===== src/rtl/drop_controller.sv =====
// drop_controller: gravity/lock sequencer for the active piece.
// Ports: Clock, Resetn (async low), Start, DropTick, SoftDrop, Pause,
//   canMove (registered checker result) -> checkEnable, YPOS[4:0],
//   lockPiece, pieceActive, gameOver (sticky).
module drop_controller #(
    parameter int SPAWN_Y    = 0,
    parameter int FLOOR_Y    = 16,
    parameter int LOCK_TICKS = 2,
    parameter int SOFT_DIV   = 4
) (
    input  logic       Clock,
    input  logic       Resetn,
    input  logic       Start,
    input  logic       DropTick,
    input  logic       SoftDrop,
    input  logic       Pause,
    input  logic       canMove,
    output logic       checkEnable,
    output logic [4:0] YPOS,
    output logic       lockPiece,
    output logic       pieceActive,
    output logic       gameOver
);

    typedef enum logic [2:0] {
        IDLE,
        FALL,
        CHECK,
        EVAL,
        MOVE,
        LOCK
    } state_t;

    localparam logic [4:0] SPAWN = 5'(SPAWN_Y);
    localparam logic [4:0] FLOOR = 5'(FLOOR_Y);
    localparam logic [2:0] LOCK_T = 3'(LOCK_TICKS);
    localparam logic [7:0] SOFT_LAST = 8'(SOFT_DIV - 1);

    state_t     state;
    logic [2:0] lock_cnt;
    logic [7:0] soft_cnt;
    logic       forced;

    logic       tick;
    logic [2:0] lock_inc;

    // Soft drop replaces the level timer with a local divider.
    assign tick = SoftDrop ? (soft_cnt == SOFT_LAST) : DropTick;
    // Saturating increment so a long run of blocks never wraps.
    assign lock_inc = (lock_cnt == 3'd7) ? 3'd7 : lock_cnt + 3'd1;

    always_ff @(posedge Clock or negedge Resetn) begin
        if (!Resetn) begin
            state       <= IDLE;
            YPOS        <= SPAWN;
            checkEnable <= 1'b0;
            lockPiece   <= 1'b0;
            pieceActive <= 1'b0;
            gameOver    <= 1'b0;
            lock_cnt    <= 3'd0;
            soft_cnt    <= 8'd0;
            forced      <= 1'b0;
        end else begin
            unique case (state)
                IDLE: begin
                    soft_cnt <= 8'd0;
                    if (Start && !gameOver) begin
                        state       <= FALL;
                        YPOS        <= SPAWN;
                        lock_cnt    <= 3'd0;
                        pieceActive <= 1'b1;
                    end
                end
                FALL: begin
                    if (!SoftDrop) begin
                        soft_cnt <= 8'd0;
                    end else if (!Pause) begin
                        soft_cnt <= (soft_cnt == SOFT_LAST) ? 8'd0
                                                           : soft_cnt + 8'd1;
                    end
                    if (tick && !Pause) begin
                        soft_cnt <= 8'd0;
                        if (YPOS == FLOOR) begin
                            // Floor is a known block: skip the checker.
                            forced <= 1'b1;
                            state  <= EVAL;
                        end else begin
                            forced      <= 1'b0;
                            checkEnable <= 1'b1;
                            state       <= CHECK;
                        end
                    end
                end
                CHECK: begin
                    checkEnable <= 1'b0;
                    state       <= EVAL;
                end
                EVAL: begin
                    forced <= 1'b0;
                    if (!forced && canMove) begin
                        // Row advances here so it is visible in MOVE.
                        lock_cnt <= 3'd0;
                        if (YPOS < FLOOR) begin
                            YPOS <= YPOS + 5'd1;
                        end
                        state <= MOVE;
                    end else begin
                        lock_cnt <= lock_inc;
                        if (lock_inc == LOCK_T) begin
                            lockPiece <= 1'b1;
                            state     <= LOCK;
                        end else begin
                            state <= FALL;
                        end
                    end
                end
                MOVE: begin
                    state <= FALL;
                end
                LOCK: begin
                    lockPiece   <= 1'b0;
                    pieceActive <= 1'b0;
                    if (YPOS == SPAWN) begin
                        gameOver <= 1'b1;
                    end
                    state <= IDLE;
                end
                default: begin
                    state <= IDLE;
                end
            endcase
        end
    end

endmodule


===== config.mk =====
export PLATFORM = sky130hd
export DESIGN_NAME = drop_controller
export DESIGN_NICKNAME = d
export VERILOG_FILES = /design/src/rtl/drop_controller.sv
export SDC_FILE = /design/constraint.sdc
export NUM_CORES = 1
export LEC_CHECK = 0
export CELL_PAD_IN_SITES_DETAIL_PLACEMENT = 1
export CELL_PAD_IN_SITES_GLOBAL_PLACEMENT = 2
export CORE_AREA = 4 4 66 68
export DETAILED_ROUTE_END_ITERATION = 6
export DIE_AREA = 0 0 70 72
export PLACE_DENSITY = 0.81
export SLEW_MARGIN = 20
export SYNTH_ARGS = -nofsm -noshare
export SYNTH_HDL_FRONTEND = slang
export SYNTH_SLANG_ARGS = --single-unit
export TNS_END_PERCENT = 20

===== constraint.sdc =====
create_clock -name Clock -period 4.9 [get_ports Clock]
set_input_delay 0.49 -clock Clock [delete_from_list [all_inputs] [get_ports Clock]]
set_output_delay 0.49 -clock Clock [all_outputs]
set_load 0.005 [all_outputs]

### Word-level counts from Yosys, hierarchy flattened

Index checks and enable logic that the tools add are counted.

| storage, ports and cells | value |
|---|---|
| bits in registers | 24 |
| bits of input ports | 7 |
| logic and storage cells | 84 |

| cells by class | value |
|---|---|
| $add $sub $neg | 3 |
| $lt $le $gt $ge | 1 |
| eq/ne operators | 17 |
| muxes and demuxes | 31 |
| reductions and logical operators | 23 |

Operator list:

| kind | number |
|---|---|
| $mux 8 | 4 |
| $mux 3 | 7 |
| $pmux 8 s2 | 1 |
| $mux 5 | 3 |
| $pmux 3 s5 | 1 |
| $ne 2x2->1 const B | 7 |
| $reduce_and 2->1 | 6 |
| $reduce_bool 2->1 | 6 |
| $pmux 5 s2 | 1 |
| $eq 3x2->1 const B | 3 |
| $eq 3x3->1 const B | 3 |
| $mux 1 | 9 |
| $add 8x1->8 const B | 1 |
| $eq 8x2->1 const B | 1 |
| $pmux 1 s2 | 4 |
| $pmux 3 s2 | 1 |
| $reduce_and 3->1 | 2 |
| $add 5x1->5 const B | 1 |
| $eq 5x5->1 const B | 1 |
| $logic_not 5->1 | 1 |
| $lt 5x5->1 const B | 1 |
| $ne 4x4->1 const B | 1 |
| $reduce_and 4->1 | 1 |
| $add 3x1->3 const B | 1 |
| other kinds (4) | 8 |

### Longest topological paths before layout

| depth | value |
|---|---|
| depth in word-level cells | 6 |
| gate-level depth with buffers | 6 |
| gate-level depth less buffers | 6 |

### Worst setup path before layout

OpenSTA, ideal clock, no wires.

| timing path | value |
|---|---|
| path kind | register -> register |
| start point | reg soft_cnt[0] |
| end point | reg forced |
| setup time | 0.077 ns |
| arrival | 1.880 ns |
| data required time | 4.823 ns |
| slack | 2.943 ns |
| stages on the path, launching flop included | 6 |
| period minus slack after synthesis | 1.957 ns |
| cells stage by stage | dfrtp_1 ha_1 or4b_4 o31a_1 or4_1 a21oi_1 |

| between the ends | value |
|---|---|
| word-level cells in the longest chain between the ends | 5 |

Ends and longest elaborated chain:

| what | line | RTL |
|---|---|---|
| start: declaration | 41 | `logic [7:0] soft_cnt;` |
| start signal: assignment | 78 | `soft_cnt <= (soft_cnt == SOFT_LAST) ? 8'd0` |
| $eq 8x2->1 | 48 | `assign tick = SoftDrop ? (soft_cnt == SOFT_LAST) : DropTick;` |
| $mux 1 | 48 |  |
| $logic_and 1x1->1 | 81 | `if (tick && !Pause) begin` |
| $ne 2x2->1 (no line) | - |  |
| $reduce_and 2->1 (no line) | - |  |
| end signal: assignment | 62 | `forced <= 1'b0;` |
| end signal: assignment | 85 | `forced <= 1'b1;` |
| end signal: assignment | 88 | `forced <= 1'b0;` |
| end: declaration | 42 | `logic forced;` |

Every way passes these cells.
A chain may end at the register's enable or synchronous reset.

### Worst setup path in the final report

Same ends and word-level chain as after synthesis.

==> flow_summary.json <==
{
  "status": "complete, no violations",
  "yosys_warnings": 0,
  "clk_pin_slew_ns": 0.09,
  "cap_violations": 0,
  "grt_pass1_wl_um": 6113,
  "slowest_stage": "or4b_4",
  "worst_slew_pin_slew_ns": 0.6899,
  "setup_tns_ns": 0,
  "dr_total_vias": 1170,
  "viasPerCell": 5.707,
  "cts_resized": 0,
  "final_hold_viol_count": 0,
  "dr.first_iter.drc_count": 49,
  "seq_power_share_pct": 42.9,
  "cts_sinks": 24,
  "arrival_ns": 2.36,
  "yosysTopAreaCell": "dfrtp_1",
  "dp_hpwl_um": 2684,
  "drc_errors": 0,
  "synth_top_area_share_pct": 44.40,
  "maxSlewHeadroom_pct": 53.69,
  "die_w_um": 70,
  "port_buffers": 15,
  "async_reset_ff_share_pct": 100.0,
  "cp_num_buf_inv": 0,
  "avgSynthCellArea_um2": 9.661,
  "wirelength_um": 3595,
  "dr.pass1.iters": 4,
  "p_clk_share_pct": 15.2,
  "yosys.cell_types.count": 46,
  "skew_ns": 0.004066,
  "area_growth_pct": 16.65,
  "final_cell_mix": "dfrtp_1 (24), clkdlybuf4s50_1 (14), nand2_1 (12)",
  "final_cells": 205,
  "syn_nets": 152,
  "report.final.slew_viol_count": 0,
  "grt.total_usage_pct": 15.19,
  "p_sw_mw": 0.3050,
  "antenna_cells": 0,
  "synth_cells": 140,
  "cts-root-buf": "clkbuf_8",
  "ant_nets": 0,
  "cts_buffers": 3,
  "worstPathCellList": "ha_1 -> or4b_4 -> o31a_1 -> or4_1 -> a21oi_1",
  "p_total_mw": 0.7693,
  "initial_utilization_pct": 35.07,
  "synthFlopType": "dfrtp_1",
  "endpoint_kind": "register",
  "critPathMaxFanout": 6,
  "cts_tree": "built",
  "overflow": 0,
  "p_sw_share_pct": 39.65,
  "cp_top_family": "simple AND/OR/NAND/NOR gates",
  "grt_setup_unrepaired": "false",
  "cts_buffer_depth": 2,
  "dieArea_um2": 5040,
  "critPathRequiredTime_ns": 5.09,
  "ctsHtreeMaxLevel": 1,
  "power-per-cell-area_nw_per_um2": 487.6,
  "netlist_area_um2": 1353,
  "drive_gt1_share_pct": 5.806,
  "post_cts.repair.setup_buffers": 0,
  "finalCritPeriodShare_pct": 44.14,
  "dp.cells": 202,
  "cts_hold_buf": 0,
  "fp.dieH_um": 72,
  "ys_seq_elements": 24,
  "io_pins": 16,
  "max_freq_mhz": 462.3,
  "fin_nets": 169,
  "grt_pass1_vias": 1271,
  "routedWlPerCell_um": 17.54,
  "synth_edf_count": 0,
  "clk_latency_ns": 0.26,
  "holdCritPathClass": "in2async",
  "place.gp.congestion": 0.8565,
  "cp-start-kind": "register",
  "cpPeakStageDelay_ns": 0.51,
  "finalCriticalPeriod_ns": 2.163,
  "n_fill_cell": 466,
  "combPwrFrac_pct": 41.8,
  "irDropWorstVdd_v": 0.0001670,
  "grt_max_degree": 25,
  "yosysSeqAreaShare_pct": 44.40,
  "synthTopCellsByArea": "dfrtp_1 (44%), ha_1 (4.6%), nand2_1 (3.3%)",
  "fp-row-count": 23,
  "finalSetupViolations": 0,
  "core_area_um2": 3856,
  "p_leak_nw": 0.6609,
  "internal_power_mw": 0.4643,
  "final_common_cell": "dfrtp_1",
  "worstSetupPathType": "reg2reg",
  "antenna_found_initial": 0
}
-- path summary, 6_finish.rpt --
path,slack (ns),endpoint,cells past startpoint,start
setup / recovery,2.74,forced,5,soft_cnt[0]
hold / removal,0.20,lockPiece,1,Resetn
setup reg to reg,2.74,forced,5,soft_cnt[0]
hold reg to reg,0.50,soft_cnt[7],1,soft_cnt[7]
max in group asynchronous,4.32,gameOver,1,Resetn
min in group Clock,0.50,soft_cnt[7],1,soft_cnt[7]
-- state kept, by name (all words and copies together), names as in the netlist --
| register | flops |
|---|---|
| soft_cnt | 8 |
| YPOS | 5 |
| lock_cnt | 3 |
| state | 3 |
| checkEnable | 1 |
| forced | 1 |
| gameOver | 1 |
| lockPiece | 1 |
| pieceActive | 1 |
-- power groups by stage --
stage	clock network [mW]	registers, mW	logic [mW]
after floorplan	0	0.300	0.232
after global placement	0	0.329	0.314
after detailed placement	0	0.335	0.325
after CTS	0.126	0.331	0.327
after global routing	0.134	0.342	0.363
final	0.117	0.330	0.322
-- logic make-up (layout without fill, tap and decap cells) --
logic type               after synthesis  in the layout  synth area share (%)
flip-flops                            24             24                 44.40
AND/OR/NAND/NOR                       53             53                 21.55
XOR/XNOR                               2              2                 1.295
adder cells (fa/ha/maj)                5              5                 4.625
buffers and inverters                  9             24                 3.422
AO/OA/AOI/OAI                         47             47                 24.70
-- worst reg2reg max path: cells and delay by family (launching register included) --
family | cells | cell delay [ns]
simple gates | 2 | 0.92
compound gates | 2 | 0.49
flops | 1 | 0.44
fa+ha+maj | 1 | 0.24
-- synth_stat cells, types with 2 or more instances --
library cell and number:
nor4b_1 2, a31oi_1 5, a41oi_1 2, a21oi_1 8
nand2b_1 3, a21o_1 3, nand3_1 5, o31ai_1 4
a31o_2 2, ha_1 5, nor2_1 10, nor2b_1 3
inv_1 6, a22o_1 3, or4_1 2, or3_1 2
dfrtp_1 24, o21bai_1 2, o21ai_0 7, nor3_1 5
nand2_1 12
-- cell type report --
type                            instances  area, um2  share of cell area (%)
Multi-Input combinational cell        107      705.7                   44.73
Sequential cell                        24      600.6                   38.07
Timing Repair Buffer                   15      145.1                   9.199
Tap cell                               50      62.56                   3.965
Clock buffer                            3      41.29                   2.617
Inverter                                6      22.52                   1.427
-- routing by layer --
metal	part of all wire [%]	up-vias	global-route usage, %
met5	0	-	0
met4	2.3	0	6.170
met3	2.6	8	2.632
met2	51	19	26.44
met1	44	583	18.73
li1	-	560	-
-- per-stage QoR --
stage	hold slack [ns]	util, %	instance area (um2)	worst slack, ns
after floorplan	0.1944	-	1353	2.943
after global placement	0.4670	39.97	1541	2.669
after detailed placement	0.4875	39.84	1536	2.608
after CTS	0.2210	40.92	1578	2.729
after global routing	0.2389	40.92	1578	2.586
final	0.2043	40.92	1578	2.737
Power figures use the tool's default switching activity.
